--- src/rtl/m68k_mmu_pkg.sv ---
// Shared encodings for the 68000 page translator: function codes, fixed
// physical kernel windows and supervisor region selectors.
package m68k_mmu_pkg;

    localparam logic [2:0] FC_USER_DATA  = 3'b001;
    localparam logic [2:0] FC_USER_PROG  = 3'b010;
    localparam logic [2:0] FC_SUPER_DATA = 3'b101;
    localparam logic [2:0] FC_SUPER_PROG = 3'b110;
    localparam logic [2:0] FC_CPU_SPACE  = 3'b111;

    localparam logic [15:0] KERNEL_RAM_BASE = 16'h8000;
    localparam logic [15:0] KERNEL_ROM_BASE = 16'h4000;

    localparam logic [1:0] REGION_KERNEL_RAM = 2'b00;
    localparam logic [1:0] REGION_KERNEL_ROM = 2'b01;
    localparam logic [1:0] REGION_WINDOW_1   = 2'b10;
    localparam logic [1:0] REGION_WINDOW_2   = 2'b11;

    // Any code with fc[2] clear is a user-space access.
    function automatic logic is_user_fc(input logic [2:0] fc);
        return ~fc[2];
    endfunction

endpackage

--- src/rtl/m68k_mmu_super_map.sv ---
// Supervisor-mode page decode: two fixed kernel windows and two windows whose
// physical page group comes from the supervisor map registers.
module mmu_super_map
    import m68k_mmu_pkg::*;
(
    input  logic [11:0] addr_in,
    input  logic [7:0]  supervisor_map_1,
    input  logic [7:0]  supervisor_map_2,
    output logic [15:0] page
);

    // The register windows drop addr_in[9:8], so each aliases every 1 MiB.
    always_comb begin
        page = '0;
        case (addr_in[11:10])
            REGION_KERNEL_RAM: page = KERNEL_RAM_BASE | {6'b0, addr_in[9:0]};
            REGION_KERNEL_ROM: page = KERNEL_ROM_BASE | {6'b0, addr_in[9:0]};
            REGION_WINDOW_1:   page = {supervisor_map_1, addr_in[7:0]};
            REGION_WINDOW_2:   page = {supervisor_map_2, addr_in[7:0]};
            default:           page = '0;
        endcase
    end

endmodule

--- src/rtl/m68k_mmu.sv ---
// 68000 logical-to-physical page translator. Fully combinational; reset_n
// gates the output asynchronously and clk is present only for the bus port.
module m68k_mmu
    import m68k_mmu_pkg::*;
(
    input  logic        clk,
    input  logic        reset_n,
    input  logic        enable,
    input  logic [11:0] addr_in,
    input  logic [2:0]  fc,
    input  logic [3:0]  user_map,
    input  logic [7:0]  supervisor_map_1,
    input  logic [7:0]  supervisor_map_2,
    output logic [15:0] table_ram_addr_bus,
    input  logic [15:0] table_ram_data_bus,
    output logic [15:0] addr_out
);

    logic [15:0] super_page;
    logic        unused_clk;

    assign unused_clk = clk;

    mmu_super_map u_super_map (
        .addr_in          (addr_in),
        .supervisor_map_1 (supervisor_map_1),
        .supervisor_map_2 (supervisor_map_2),
        .page             (super_page)
    );

    // Driven regardless of enable so the table RAM can start its access early.
    assign table_ram_addr_bus = {user_map, addr_in};

    always_comb begin
        addr_out = '0;
        if (reset_n && enable) begin
            if (is_user_fc(fc))
                addr_out = table_ram_data_bus;
            else if (fc != FC_CPU_SPACE)
                addr_out = super_page;
        end
    end

endmodule

--- config.mk ---
export PLATFORM = sky130hd
export DESIGN_NAME = m68k_mmu
export DESIGN_NICKNAME = d
export VERILOG_FILES = /design/src/rtl/m68k_mmu_pkg.sv /design/src/rtl/m68k_mmu_super_map.sv /design/src/rtl/m68k_mmu.sv
export SDC_FILE = /design/constraint.sdc
export NUM_CORES = 1
export LEC_CHECK = 0
export BUFFER_PORTS_ARGS = -buffer_cell sky130_fd_sc_hd__buf_2
export CORE_ASPECT_RATIO = 0.75
export CORE_MARGIN = 2
export CORE_UTILIZATION = 25
export DETAILED_ROUTE_END_ITERATION = 10
export PLACE_DENSITY = 0.8
export SYNTH_ARGS = -nofsm -noshare
export SYNTH_HDL_FRONTEND = slang
export SYNTH_SLANG_ARGS = --single-unit
export TNS_END_PERCENT = 5
--- constraint.sdc ---
create_clock -name vclk -period 1.02
set_input_delay 0.204 -clock vclk [all_inputs]
set_output_delay 0.204 -clock vclk [all_outputs]
set_load 0.05 [all_outputs]
* Yosys cells after proc, flatten, opt, wreduce, memory -nomap -nowiden
Cells that the tools add are included.
Word-level totals: bits in registers 0
Cells by class: equality and inequality tests 4, reduce and logical (&&, ||, !) cells 2, muxes and demuxes 4
Operators by type and width (count):
- 16-bit case mux with 4 select lines | 1
- 16-bit two-way mux | 3
- 2-bit == test (second input constant) | 2
- 3-bit != test (second input constant) | 1
- 2-bit by 1-bit == test with 1-bit output (second input constant) | 1
- 2-bit zero test | 1
- 1-bit logical AND | 1

* Longest topological paths before layout
word-level depth 5, mapped depth 4, mapped depth without buffers 3

* Cells and area by module
A second synthesis with hierarchy kept.
Unflattened totals: cell total of the unflattened synthesis 85, area total of the unflattened synthesis 681.9 um2
Modules (own cells, without submodules):
- m68k_mmu | sequential area each 0.0 um2, times used 1, area each 471.7 um2, cells an instance 55
- mmu_super_map | sequential area each 0.0 um2, times used 1, area each 210.2 um2, cells an instance 30

* Least setup slack after synthesis
Ideal clock, no wire load.
kind input-to-output, start point input port fc[2], end point output port addr_out[2], stages on the path 4, path slack -510 ps, arrival time 1326 ps, path through inv_1 > clkbuf_1 > a22oi_1 > nor2_1
Between the ends: longest elaborated chain between the ends 4
RTL lines:
- start, declared | line m68k_mmu.sv:10 | input logic [2:0] fc,
- 3-bit != test | line m68k_mmu.sv:39 | else if (fc != FC_CPU_SPACE)
- 16-bit two-way mux | line m68k_mmu.sv:39
- 16-bit two-way mux * | line m68k_mmu.sv:37 | if (is_user_fc(fc))
- 16-bit two-way mux * | line m68k_mmu.sv:36 | if (reset_n && enable) begin
- end, declared | line m68k_mmu.sv:16 | output logic [15:0] addr_out
Mark *: on every way between the ends. The rest lies on a longest branch, timed or not.

* Final worst setup path
start point input port addr_in[10], end point output port addr_out[11]
Between the ends: longest elaborated chain between the ends 5
RTL lines:
- start, declared | line m68k_mmu.sv:9 | input logic [11:0] addr_in,
- 2-bit == test (tied with other cells) | line m68k_mmu_super_map.sv:15 | case (addr_in[11:10])
- 16-bit case mux with 4 select lines * | line m68k_mmu_super_map.sv:15
- 16-bit two-way mux * | line m68k_mmu.sv:39
- 16-bit two-way mux * | line m68k_mmu.sv:37
- 16-bit two-way mux * | line m68k_mmu.sv:36
Mark *: on every way between the ends. The rest lies on a longest branch, timed or not. The select of a mux whose other input is x is not followed.

==> flow_summary.ini <==
[run_status]
violations = setup timing
outcome = finished, violations left

[detailed_routing]
routed_wl_um = 2140
vias_per_cell = 4.77
drc = 0
antenna_left = 0
drt_iter0_drc = 4
firstDrtPassIters = 4
dr_total_vias = 749
wl_per_cell_um = 13.6

[sta]
hold_viol = 0
worstMarginPinSlew_ps = 275
layout_setup_ws_ps = -263
fin_crit_ps = 1280
maxSlewViolCount = 0
setup_viol_count_final = 16
slew_headroom = 0.817
rsz0062_at_grt = true
hold_slack_ps = 408
fmax_mhz = 780
post-route-period-util = 1.26

[power_and_ir_drop]
p_comb_frac = 1.000
powerDensity_mw_per_mm2 = 561
leakagePower_nw = 0.572
ir_drop_mv = 0.334
p_sw_frac = 0.574
seqPwrFrac = 0
power.internal_w = 0.000282
p_sw_w = 0.000381
clkPwrFrac = 0

[logic_synthesis]
synth_cell_types = 17
yosysTopAreaCell = buf_4
postSynthAreaPerCell_um2 = 6.94
syn_inst = 70
yosysSeqAreaShare = 0
ys_warn_count = 0
yosys.area.top_type_share = 0.263
synth_area_um2 = 485
syn_nets = 124
synth_area_leaders = buf_4 26%, a22oi_1 12%, mux2_4 12%

[layout]
syn_to_final_growth_pct = 144
clkbuf_count = 0
multi_input_area_um2 = 514
drive_above_1_share = 0.896
finish.net_count = 191
regArea_um2 = 0
final_util = 0.668
fill_cells = 155
n_antenna_cell = 0
design.seq.count = 0

[placement]
place_hpwl_um = 1680
gp_congestion = 0.711
io_buffer_count = 77

[critical_path]
critPathRequiredTime_ps = 820
worstSetupEndpointType = output pin
critPathMaxFanout = 6
cp.arrival_ps = 1080
start_kind = input pin
crit_type = input pin to output pin

[hold_path]
holdPathStages = 0
min_from = user_map[1]
hp-class = input pin to output pin
min_to = table_ram_addr_bus[13]

[floorplan]
fp-row-count = 13
die_y_um = 42.2
core_area_mm2 = 0.00177
dieArea_mm2 = 0.00231
start_util = 0.274
io_pins = 86
die_w_um = 54.9

[global_route]
grt_pass1_vias = 803
grt_pass1_wl_um = 3280
grtUsageTotal = 0.184
antenna_found_initial = 0
grt_max_degree = 13
grt.overflow.total = 0

[clock_network]
cts.hold.buffers_added = 0
cts_setup_buffers = 0

[flow_run]
maxCapViolCount = 0
## power by group through the flow
| stage | Sequential, W | Combinational, W | Clock (W) |
|---|---|---|---|
| floorplan | 0 | 0.000456 | 0 |
| global route | 0 | 0.000697 | 0 |
| finish | 0 | 0.000663 | 0 |
| CTS | 0 | 0.000642 | 0 |
| global placement | 0 | 0.000558 | 0 |
| detailed placement | 0 | 0.000572 | 0 |
## worst max-delay path by stage
stage | start | end | depth (start not counted)
floorplan | fc[2] | addr_out[12] | 4
detailed placement | addr_in[10] | addr_out[9] | 6
CTS | reset_n | addr_out[14] | 5
finish | addr_in[10] | addr_out[11] | 5
global placement | addr_in[10] | addr_out[8] | 6
global route | fc[1] | addr_out[12] | 6
## routing by layer
| metal | global-route usage | wire [um] |
|---|---|---|
| met1 | 0.181 | 650 |
| met2 | 0.362 | 1320 |
| met3 | 0.0214 | 114 |
| met4 | 0.0750 | 57 |
| met5 | 0 | 0 |
## Yosys cell counts, types with 2 or more instances
cell and instances:
mux2i_1 2, inv_1 2, a21oi_1 4, mux2_4 4, buf_4 17, a22o_1 4
a32oi_1 4, a22oi_1 8, clkbuf_1 2, nor2_1 15, nand2_1 2
## critical path, cell delays in order
cell	delay, ps
buf_12	110
mux2_4	300
a32oi_2	270
nor2_4	40
buf_6	150
## logic make-up (layout without fill, tap and decap cells)
group / after synthesis / after routing / share of synthesized area
simple gates: 19 / 19 / 0.162
compound gates: 22 / 22 / 0.345
buf+inv: 23 / 88 / 0.327
mux: 6 / 6 / 0.165
## repair_timing
action,4_1_cts,5_1_grt
pin swaps,5,2
endpoints found under the setup margin,16,16
hold endpoints to repair,0,0
resized for setup,42,14
## through the flow
stage                     instance area, um^2  TNS (ps)  power (W)  cells  setup WS, ps
after CTS                                1130     -3570   0.000642    157          -267
after global placement                    972     -5270   0.000558    157          -389
after global routing                     1180     -3980   0.000697    157          -293
final                                    1180     -3390   0.000663    157          -263
after floorplan                           631     -2220   0.000456     70          -164
after detailed placement                  972     -5690   0.000572    157          -439
## cells in the final DEF (no fill, tap or decap)
| cell type | instances |
|---|---|
| buf_2 | 57 |
| buf_6 | 15 |
| nor2_4 | 12 |
| a22oi_2 | 7 |
| buf_4 | 6 |
| buf_8 | 5 |
| a21oi_1 | 4 |
| a22o_2 | 4 |
| mux2_4 | 4 |
| nor2_1 | 3 |
| a32oi_2 | 3 |
| buf_12 | 3 |
| inv_1 | 2 |
| mux2i_1 | 2 |
| nand2_2 | 1 |
| a21boi_4 | 1 |
| and2b_2 | 1 |
| a31oi_1 | 1 |
| a32oi_4 | 1 |
| a22oi_1 | 1 |
| nand2_1 | 1 |
| nor3b_2 | 1 |
## final cells by class
type / count / area share
Inverter: 2 / 0.00634
Multi-Input combinational cell: 47 / 0.434
Tap cell: 22 / 0.0233
Timing Repair Buffer: 86 / 0.536
(Power assumes the default switching activity.)
